**config.mk**
```make
export PLATFORM = sky130hd
export DESIGN_NAME = l1_refill_ctrl
export DESIGN_NICKNAME = d
export VERILOG_FILES = /design/src/rtl/l1_ctrl_pkg.sv /design/src/rtl/l1_refill_ctrl_watchdog.sv /design/src/rtl/l1_refill_ctrl.sv
export SDC_FILE = /design/constraint.sdc
export NUM_CORES = 1
export LEC_CHECK = 0
export CAP_MARGIN = 20
export CORE_MARGIN = 2
export CORE_UTILIZATION = 35
export CTS_BUF_LIST = sky130_fd_sc_hd__clkbuf_8
export CTS_CLUSTER_DIAMETER = 80
export DETAILED_ROUTE_END_ITERATION = 10
export PLACE_DENSITY = 0.66
export SLEW_MARGIN = 30
export SYNTH_ARGS = -nofsm -noshare
export SYNTH_HDL_FRONTEND = slang
export SYNTH_SLANG_ARGS = --single-unit
```
**constraint.sdc**
```tcl
create_clock -name clk -period 2.7 [get_ports clk]
set_input_delay 0.675 -clock clk [delete_from_list [all_inputs] [get_ports clk]]
set_output_delay 0.675 -clock clk [all_outputs]
set_load 0.05 [all_outputs]
```
**src/rtl/l1_ctrl_pkg.sv**
```systemverilog
// Shared types for the L1 refill controller: FSM states,
// captured op kind, bus size codes and the line offset width.
package l1_ctrl_pkg;

  localparam int LINE_OFS_W = 11;

  localparam logic [3:0] SZ_B = 4'b0001;
  localparam logic [3:0] SZ_H = 4'b0010;
  localparam logic [3:0] SZ_W = 4'b0100;
  localparam logic [3:0] SZ_D = 4'b1000;

  typedef enum logic [2:0] {
    S_IDLE,
    S_LINE,
    S_RD,
    S_WR,
    S_DONE,
    S_ERR
  } state_t;

  typedef enum logic [1:0] {
    OP_LINE,
    OP_RD,
    OP_WR
  } op_t;

endpackage

```
**src/rtl/l1_refill_ctrl_watchdog.sv**
```systemverilog
// bus_watchdog: counts bus_req cycles since the last ack and
// flags expiry on the TIMEOUT-th cycle. TIMEOUT=0 never expires.
// Ports: i_clk, i_rst (sync, high), i_clr, i_run, o_expire.
module bus_watchdog #(
  parameter int TIMEOUT = 1023
) (
  input  logic i_clk,
  input  logic i_rst,
  input  logic i_clr,
  input  logic i_run,
  output logic o_expire
);

  localparam int CW = (TIMEOUT > 1) ? $clog2(TIMEOUT + 1) : 1;

  logic [CW-1:0] r_cnt;

  always_ff @(posedge i_clk) begin
    if (i_rst || i_clr) begin
      r_cnt <= '0;
    end else if (i_run && (TIMEOUT != 0)) begin
      r_cnt <= r_cnt + 1'b1;
    end
  end

  // r_cnt is 0 in the first waiting cycle, so expiry on
  // TIMEOUT-1 ends the TIMEOUT-th cycle of bus_req.
  assign o_expire = (TIMEOUT != 0) && i_run &&
                    (r_cnt == CW'(TIMEOUT - 1));

endmodule

```
**src/rtl/l1_refill_ctrl.sv**
```systemverilog
// l1_refill_ctrl: runs L1 line refills, uncached reads and
// write-throughs as 64-bit beats on the system bus.
// Ports: clk, rst (sync, high); L1 side read_line_req, read_req,
// write_through_req, pa, L1_size, wt_data -> line_data, addr_count,
// line_write, cache_entry_write, trans_rdy, bus_error; bus side
// bus_req, bus_we, bus_addr, bus_size, bus_wdata <- bus_rdata,
// bus_ack, bus_err.
module l1_refill_ctrl
  import l1_ctrl_pkg::*;
#(
  parameter int LINE_BEATS = 256,
  parameter int TIMEOUT    = 1023
) (
  input  logic                  clk,
  input  logic                  rst,
  input  logic                  read_line_req,
  input  logic                  read_req,
  input  logic                  write_through_req,
  input  logic [63:0]           pa,
  input  logic [3:0]            L1_size,
  input  logic [63:0]           wt_data,
  output logic [63:0]           line_data,
  output logic [LINE_OFS_W-1:0] addr_count,
  output logic                  line_write,
  output logic                  cache_entry_write,
  output logic                  trans_rdy,
  output logic                  bus_error,
  output logic                  bus_req,
  output logic                  bus_we,
  output logic [63:0]           bus_addr,
  output logic [3:0]            bus_size,
  output logic [63:0]           bus_wdata,
  input  logic [63:0]           bus_rdata,
  input  logic                  bus_ack,
  input  logic                  bus_err
);

  localparam int CNT_W = $clog2(LINE_BEATS);

  state_t r_state;
  state_t w_next;
  op_t    r_op;

  logic [63:0]           r_pa;
  logic [3:0]            r_size;
  logic [63:0]           r_wdata;
  logic [CNT_W-1:0]      r_cnt;
  logic [63:0]           r_line_data;
  logic [LINE_OFS_W-1:0] r_addr_count;
  logic                  r_line_write;

  logic                  w_busy;
  logic                  w_start;
  logic                  w_expire;
  logic                  w_fail;
  logic                  w_ack;
  logic                  w_last;
  logic [LINE_OFS_W-1:0] w_ofs;

  assign w_busy  = (r_state == S_LINE) ||
                   (r_state == S_RD) ||
                   (r_state == S_WR);
  assign w_start = (r_state == S_IDLE) &&
                   (read_line_req || read_req || write_through_req);
  // Error (slave or watchdog) beats a same-cycle ack.
  assign w_fail  = w_busy && (bus_err || w_expire);
  assign w_ack   = w_busy && bus_ack && !w_fail;
  assign w_last  = (r_cnt == CNT_W'(LINE_BEATS - 1));
  assign w_ofs   = LINE_OFS_W'({r_cnt, 3'b000});

  bus_watchdog #(
    .TIMEOUT (TIMEOUT)
  ) u_wd (
    .i_clk    (clk),
    .i_rst    (rst),
    .i_clr    (!w_busy || bus_ack),
    .i_run    (w_busy),
    .o_expire (w_expire)
  );

  always_ff @(posedge clk) begin
    if (rst) begin
      r_state <= S_IDLE;
    end else begin
      r_state <= w_next;
    end
  end

  always_comb begin
    w_next = r_state;
    unique case (r_state)
      S_IDLE: begin
        if (read_line_req) begin
          w_next = S_LINE;
        end else if (read_req) begin
          w_next = S_RD;
        end else if (write_through_req) begin
          w_next = S_WR;
        end
      end
      S_LINE: begin
        if (w_fail) begin
          w_next = S_ERR;
        end else if (w_ack && w_last) begin
          w_next = S_DONE;
        end
      end
      S_RD, S_WR: begin
        if (w_fail) begin
          w_next = S_ERR;
        end else if (w_ack) begin
          w_next = S_DONE;
        end
      end
      S_DONE, S_ERR: w_next = S_IDLE;
      default:       w_next = S_IDLE;
    endcase
  end

  always_ff @(posedge clk) begin
    if (rst) begin
      r_op         <= OP_LINE;
      r_pa         <= '0;
      r_size       <= '0;
      r_wdata      <= '0;
      r_cnt        <= '0;
      r_line_data  <= '0;
      r_addr_count <= '0;
      r_line_write <= 1'b0;
    end else begin
      r_line_write <= 1'b0;
      if (r_state == S_IDLE) begin
        r_cnt <= '0;
      end
      if (w_start) begin
        r_pa    <= pa;
        r_size  <= L1_size;
        r_wdata <= wt_data;
        if (read_line_req) begin
          r_op <= OP_LINE;
        end else if (read_req) begin
          r_op <= OP_RD;
        end else begin
          r_op <= OP_WR;
        end
      end
      if (w_ack && (r_state == S_LINE)) begin
        r_line_data  <= bus_rdata;
        r_addr_count <= w_ofs;
        r_line_write <= 1'b1;
        r_cnt        <= r_cnt + 1'b1;
      end
      if (w_ack && (r_state == S_RD)) begin
        r_line_data <= bus_rdata;
      end
    end
  end

  always_comb begin
    bus_req           = w_busy;
    bus_we            = (r_state == S_WR);
    bus_addr          = '0;
    bus_size          = '0;
    bus_wdata         = '0;
    trans_rdy         = (r_state == S_DONE);
    cache_entry_write = (r_state == S_DONE) && (r_op == OP_LINE);
    bus_error         = (r_state == S_ERR);
    unique case (r_state)
      S_LINE: begin
        bus_addr = {r_pa[63:LINE_OFS_W], w_ofs};
        bus_size = SZ_D;
      end
      S_RD: begin
        bus_addr = r_pa;
        bus_size = r_size;
      end
      S_WR: begin
        bus_addr  = r_pa;
        bus_size  = r_size;
        bus_wdata = r_wdata;
      end
      default: begin
        bus_addr = '0;
      end
    endcase
  end

  assign line_data  = r_line_data;
  assign addr_count = r_addr_count;
  assign line_write = r_line_write;

endmodule

```
== Word-level counts from Yosys, hierarchy flattened ==
Index checks and enable logic that the tools add are counted.

* ROM bits: 0
* Memory bits (writable): 0
* Bits of input ports: 203
* Word-level logic and storage cells: 64
* Memories kept: 0
* Latch bits: 0
* Bits in registers: 228

* Bitwise gates (word level): 0
* Add/subtract/negate cells: 2
* Multiplexer cells: 18
* Divide/modulo/power cells: 0
* Shift-type cells: 0
* $mul: 0
* Reduce and logical (&&, ||, !) cells: 24
* Eq/ne operators: 10
* Order comparisons: 0

{| class="wikitable"
|+ Operators with widths
! kind !! number
|-
| $mux W64 || 3
|-
| $pmux W64 S2 || 1
|-
| $mux W3 || 7
|-
| $mux W8 || 2
|-
| $add A10 B1 Y10 const B || 1
|-
| $eq A10 B10 Y1 const B || 1
|-
| $logic_and A1 B1 Y1 || 9
|-
| $pmux W3 S3 || 1
|-
| $add A8 B1 Y8 const B || 1
|-
| $eq A8 B8 Y1 const B || 1
|-
| $pmux W4 S2 || 1
|-
| $logic_or A1 B1 Y1 || 7
|-
| $eq A3 B2 Y1 const B || 2
|-
| $eq A3 B3 Y1 const B || 2
|-
| $mux W2 || 2
|-
| $ne A4 B4 Y1 const B || 1
|-
| $reduce_bool A2 Y1 || 2
|-
| $eq A3 B1 Y1 const B || 1
|-
| $logic_not A3 Y1 || 1
|-
| $ne A3 B1 Y1 const B || 1
|-
| $ne A3 B2 Y1 const B || 1
|-
| $reduce_and A3 Y1 || 1
|-
| $logic_not A1 Y1 || 2
|-
| $logic_not A2 Y1 || 1
|-
| other kinds (2) || 2
|}

== Depth between registers and ports, before layout ==
* Depth in word-level cells: 12
* Gate-level depth with buffers: 8

== By module ==
From an unflattened synthesis, not the netlist that was laid out.

* Cell total of the unflattened synthesis: 1207
* Area, all modules: 9317.7 um2

{| class="wikitable"
|+ By module, submodules not included
! module !! cells an instance !! times used !! area an instance (um2) !! seq. area each (um2)
|-
| l1_refill_ctrl || 1152 || 1 || 8844.7 || 4364.2
|-
| bus_watchdog || 55 || 1 || 473.0 || 200.2
|}

== Worst setup path after synthesis ==
OpenSTA, ideal clock, no wires.

* Kind: reg2out
* Start point: register r_state[2]
* End point: output port cache_entry_write
* Cell stages (with the launch flop): 3
* Required time: 2025 ps
* Path buffers: 0
* Slack: -911 ps
* Data arrival time: 2936 ps
* Path through: dfxtp_1 nor3b_1 nor3b_1

* Word-level cells in the longest chain between the ends: 2

{| class="wikitable"
|+ Ends and longest elaborated chain
! item !! RTL line !! text
|-
| start, declared || l1_refill_ctrl.sv:40 || <nowiki>state_t r_state;</nowiki>
|-
| start signal, assigned || l1_refill_ctrl.sv:85 || <nowiki>r_state <= w_next;</nowiki>
|-
| $eq A3 B3 Y1 || - ||
|-
| net trans_rdy || l1_refill_ctrl.sv:26 || <nowiki>output logic trans_rdy,</nowiki>
|-
| $logic_and A1 B1 Y1 || l1_refill_ctrl.sv:166 || <nowiki>cache_entry_write = (r_state == S_DONE) && (r_op == OP_LINE);</nowiki>
|-
| end, declared || l1_refill_ctrl.sv:25 || <nowiki>output logic cache_entry_write,</nowiki>
|}

The timed path passes the listed nets, and every way through them passes these cells.

== Worst setup path in the final report ==
* Start point: register r_state[0]
* End point: output port bus_addr[32]

* Word-level cells in the longest chain between the ends: 3

{| class="wikitable"
|+ Ends and longest elaborated chain
! item !! RTL line !! text
|-
| $eq A3 B2 Y1 || l1_refill_ctrl.sv:168 || <nowiki>unique case (r_state)</nowiki>
|-
| $reduce_or A2 Y1 (no source line) || - ||
|-
| $pmux W64 S2 * || l1_refill_ctrl.sv:168 ||
|-
| end, declared || l1_refill_ctrl.sv:30 || <nowiki>output logic [63:0] bus_addr,</nowiki>
|}

Every way passes the cells marked *; elsewhere a longest branch is shown, timed or not.

==> impl_metrics.tcl <==
set metrics [dict create \
    htree_levels 2 \
    io_buffers 412 \
    grt_pass1_vias 9564 \
    max_cap_viol_count 0 \
    syn_area_per_cell_um2 8.339 \
    die_w_um 173.1 \
    min_period_ps 2559 \
    period_share_pct 94.79 \
    top_layer_used "met4" \
    syn-cell-area_um2 10010 \
    path_clk_slew_ps 60 \
    cp-end-kind "output pin" \
    wl_met1_um 13350 \
    hold_depth 2 \
    cts_root_buffer "clkbuf_8" \
    crit_fanout 54 \
    power_density_nw_per_um2 616.6 \
    max_clock_freq_mhz 390.7 \
    grt_pass1_wl_um 51840 \
    die_area_um2 29960 \
    wl_met2_um 15310 \
    synth_cell_types 45 \
    final_net_count 1783 \
    finClkSkew_ps 12.10 \
    tns_ps 0 \
    p_leak_nw 6.525 \
    yosys_warnings 0 \
    ys_ff_latch 228 \
    clk_latency_ps 540 \
    vias 9537 \
    cts_inserted_buffers 43 \
    rsz0062_at_grt "no" \
    fp.coreArea_um2 27930 \
    ctsHoldBuffers 0 \
    synthToLayoutAreaGrowth_pct 65.18 \
    worstReg2RegEnd "line_data[11]$_SDFFE_PP0P_" \
    grt_max_degree 114 \
    drtAntennaViolNets 0 \
    drv_slew 0 \
    fillCellCount 2419 \
    final-hold-violation-count 0 \
    wire_per_inst_um 16.50 \
    reg2reg_from "u_wd.r_cnt[0]$_SDFFE_PP0N_" \
    routed_wl_um 32750 \
    worstPathArrival_ps 1880 \
    min-delay-start "r_pa[41]$_SDFFE_PP0P_" \
    min_path_type "register to register" \
    grt_use_total_pct 21.25 \
    reg2reg_setup_slack_ps 440 \
    status "complete, no violations" \
    holdPathEnd "r_pa[41]$_SDFFE_PP0P_" \
    start_util_pct 35.82 \
    avgViaCountPerCell 4.805 \
    cts_tree "yes" \
    start_kind "register" \
    dpl_cell_area_um2 15720 \
    gp_congestion 0.7875 \
    worst_pin_slew_ps 630.7 \
    cts_buffer_depth 3 \
    required_ps 2030 \
    grt.overflow.total 0 \
    n_antenna_cell 0 \
    final_cell_area_um2 16530 \
    slew_headroom_pct 57.96 \
    seq_area_frac_synth_pct 45.61 \
    critPathKind "register to output pin" \
    io_pins 416 \
    setup_violations 0 \
    num_rows 61 \
    dr.pass1.iters 5 \
    clock_sinks 228 \
    reg2reg_depth 7 \
    ir_worst_vdd_mv 0.4045 \
    drt_iter0_drc 594 \
    syn_inst 1200 \
    dr_wl_met3_um 3143 \
    hpwl_um 22920 \
    die_y_um 173.1 \
    drive_gt1_share_pct 14.06 \
    antenna_found_initial 0 \
    drc 0 \
]
## layer usage
| layer | track usage (%) | vias to the layer above |
|---|---|---|
| met4 | 7.380 | 0 |
| met3 | 8.443 | 65 |
| met2 | 35.45 | 349 |
| li1 | - | 4711 |
| met1 | 24.75 | 4412 |
| met5 | 0 | - |
## power breakdown
part	internal [W]	total, W	switching, W	leakage [nW]
logic	0.00129	0.00307	0.00178	4.16
clock network	0.00176	0.00323	0.00147	0.501
registers	0.00373	0.00390	0.000169	1.87
## cell usage in the layout, fill, tap and decap left out, drive strengths merged, types with 2 or more instances in the layout
master         count
clkdlybuf4s50    272
nand2            270
dfxtp            228
buf              163
a21oi            153
nand2b           136
and3              67
mux2i             64
and2              62
clkbuf            50
inv               29
nand3             17
o21ai             13
nor2              12
a22o               8
o211ai             8
or3                6
nor3               6
nor3b              5
o31ai              4
xor2               4
and4               3
ha                 3
conb               3
nor4               3
nand4              2
a32oi              2
nor2b              2
## area by class of cell
cell class                      instances  area [µm²]  share of cell area, %
Clock buffer                           50       688.2                  4.163
Sequential cell                       228        4566                  27.62
Timing Repair Buffer                  435        5777                  34.95
Clock inverter                         25       120.1                 0.7267
Multi-Input combinational cell        864        4887                  29.57
Tap cell                              378       473.0                  2.861
Inverter                                5       18.77                 0.1135
## synthesized netlist by cell type (all sizes together)
library cell	count	share of area, %
and2	62	3.9
o211ai	8	0.60
o31ai	4	0.30
nor3b	5	0.38
o32ai	1	0.088
o21ai	13	0.65
a21oi	153	7.7
nor2	12	0.53
o21ba	1	0.10
mux2i	64	6.4
a21boi	1	0.075
and3	67	4.2
nand2b	136	8.5
o31a	1	0.088
a32oi	2	0.18
or3	6	0.38
clkbuf	66	2.5
nor4	3	0.34
and4	3	0.26
a2bb2oi	1	0.088
inv	5	0.19
a31oi	1	0.063
nand4	2	0.13
o311ai	1	0.088
nand2	270	10
conb	1	0.037
a41o	1	0.21
buf	39	3.3
ha	3	0.38
a41oi	1	0.16
nor2b	2	0.13
xor2	4	0.35
xnor2	1	0.088
a22o	8	0.70
dfxtp	228	46
nand3	17	0.85
nor3	6	0.35
and3b	1	0.088
## flip-flops by register name, indices dropped and copies added, names as in the netlist
signal      count
u_wd.r_cnt     10
line_write      1
r_wdata        64
addr_count      8
r_state         3
r_op            2
r_cnt           8
r_pa           64
line_data      64
r_size          4
## stage by stage
step | hold WS, ps | setup WS [ps] | util, % | power, W | std cells
global route | 463.3 | 24.41 | 59.17 | 0.01073 | 1985
finish | 447.0 | 140.8 | 59.17 | 0.01019 | 1985
floorplan | 425.5 | 55.89 | - | 0.005751 | 1202
detailed placement | 441.8 | 160.7 | 56.26 | 0.007061 | 1910
CTS | 449.5 | 28.32 | 59.15 | 0.01034 | 1985
global placement | 436.9 | 210.2 | 56.26 | 0.007023 | 1910
## critical path, stage by stage (launching register included)
cell	delay [ps]
dfxtp_2	460
o21ba_4	250
buf_12	230
and2_1	230
buf_12	150
## cells by family after synthesis
group / count (synthesis) / synth area share, %
adder cells (fa/ha/maj): 3 / 0.3751
buffers and inverters: 110 / 5.989
AND/OR/NAND/NOR: 592 / 30.11
AO/OA/AOI/OAI: 197 / 11.04
other: 1 / 0.03747
XOR/XNOR: 5 / 0.4376
multiplexers: 64 / 6.402
flip-flops: 228 / 45.61
## timing repair
item                       CTS  global route
resized for setup            0             1
setup buffers                0             0
setup endpoints to repair    0            53
## worst max-delay path by stage
| stage | from | to | depth (start not counted) |
|---|---|---|---|
| after floorplan | r_state[2]$_SDFFE_PP0P_ | cache_entry_write | 2 |
| after global placement | bus_err | line_data[45]$_SDFFE_PP0P_ | 5 |
| after detailed placement | bus_err | line_data[60]$_SDFFE_PP0P_ | 5 |
| after CTS | r_state[0]$_SDFFE_PP0P_ | bus_addr[32] | 4 |
| after global routing | r_state[0]$_SDFFE_PP0P_ | bus_wdata[29] | 3 |
| final | r_state[0]$_SDFFE_PP0P_ | bus_addr[32] | 4 |
No activity file was read; power rests on OpenSTA's default activity.
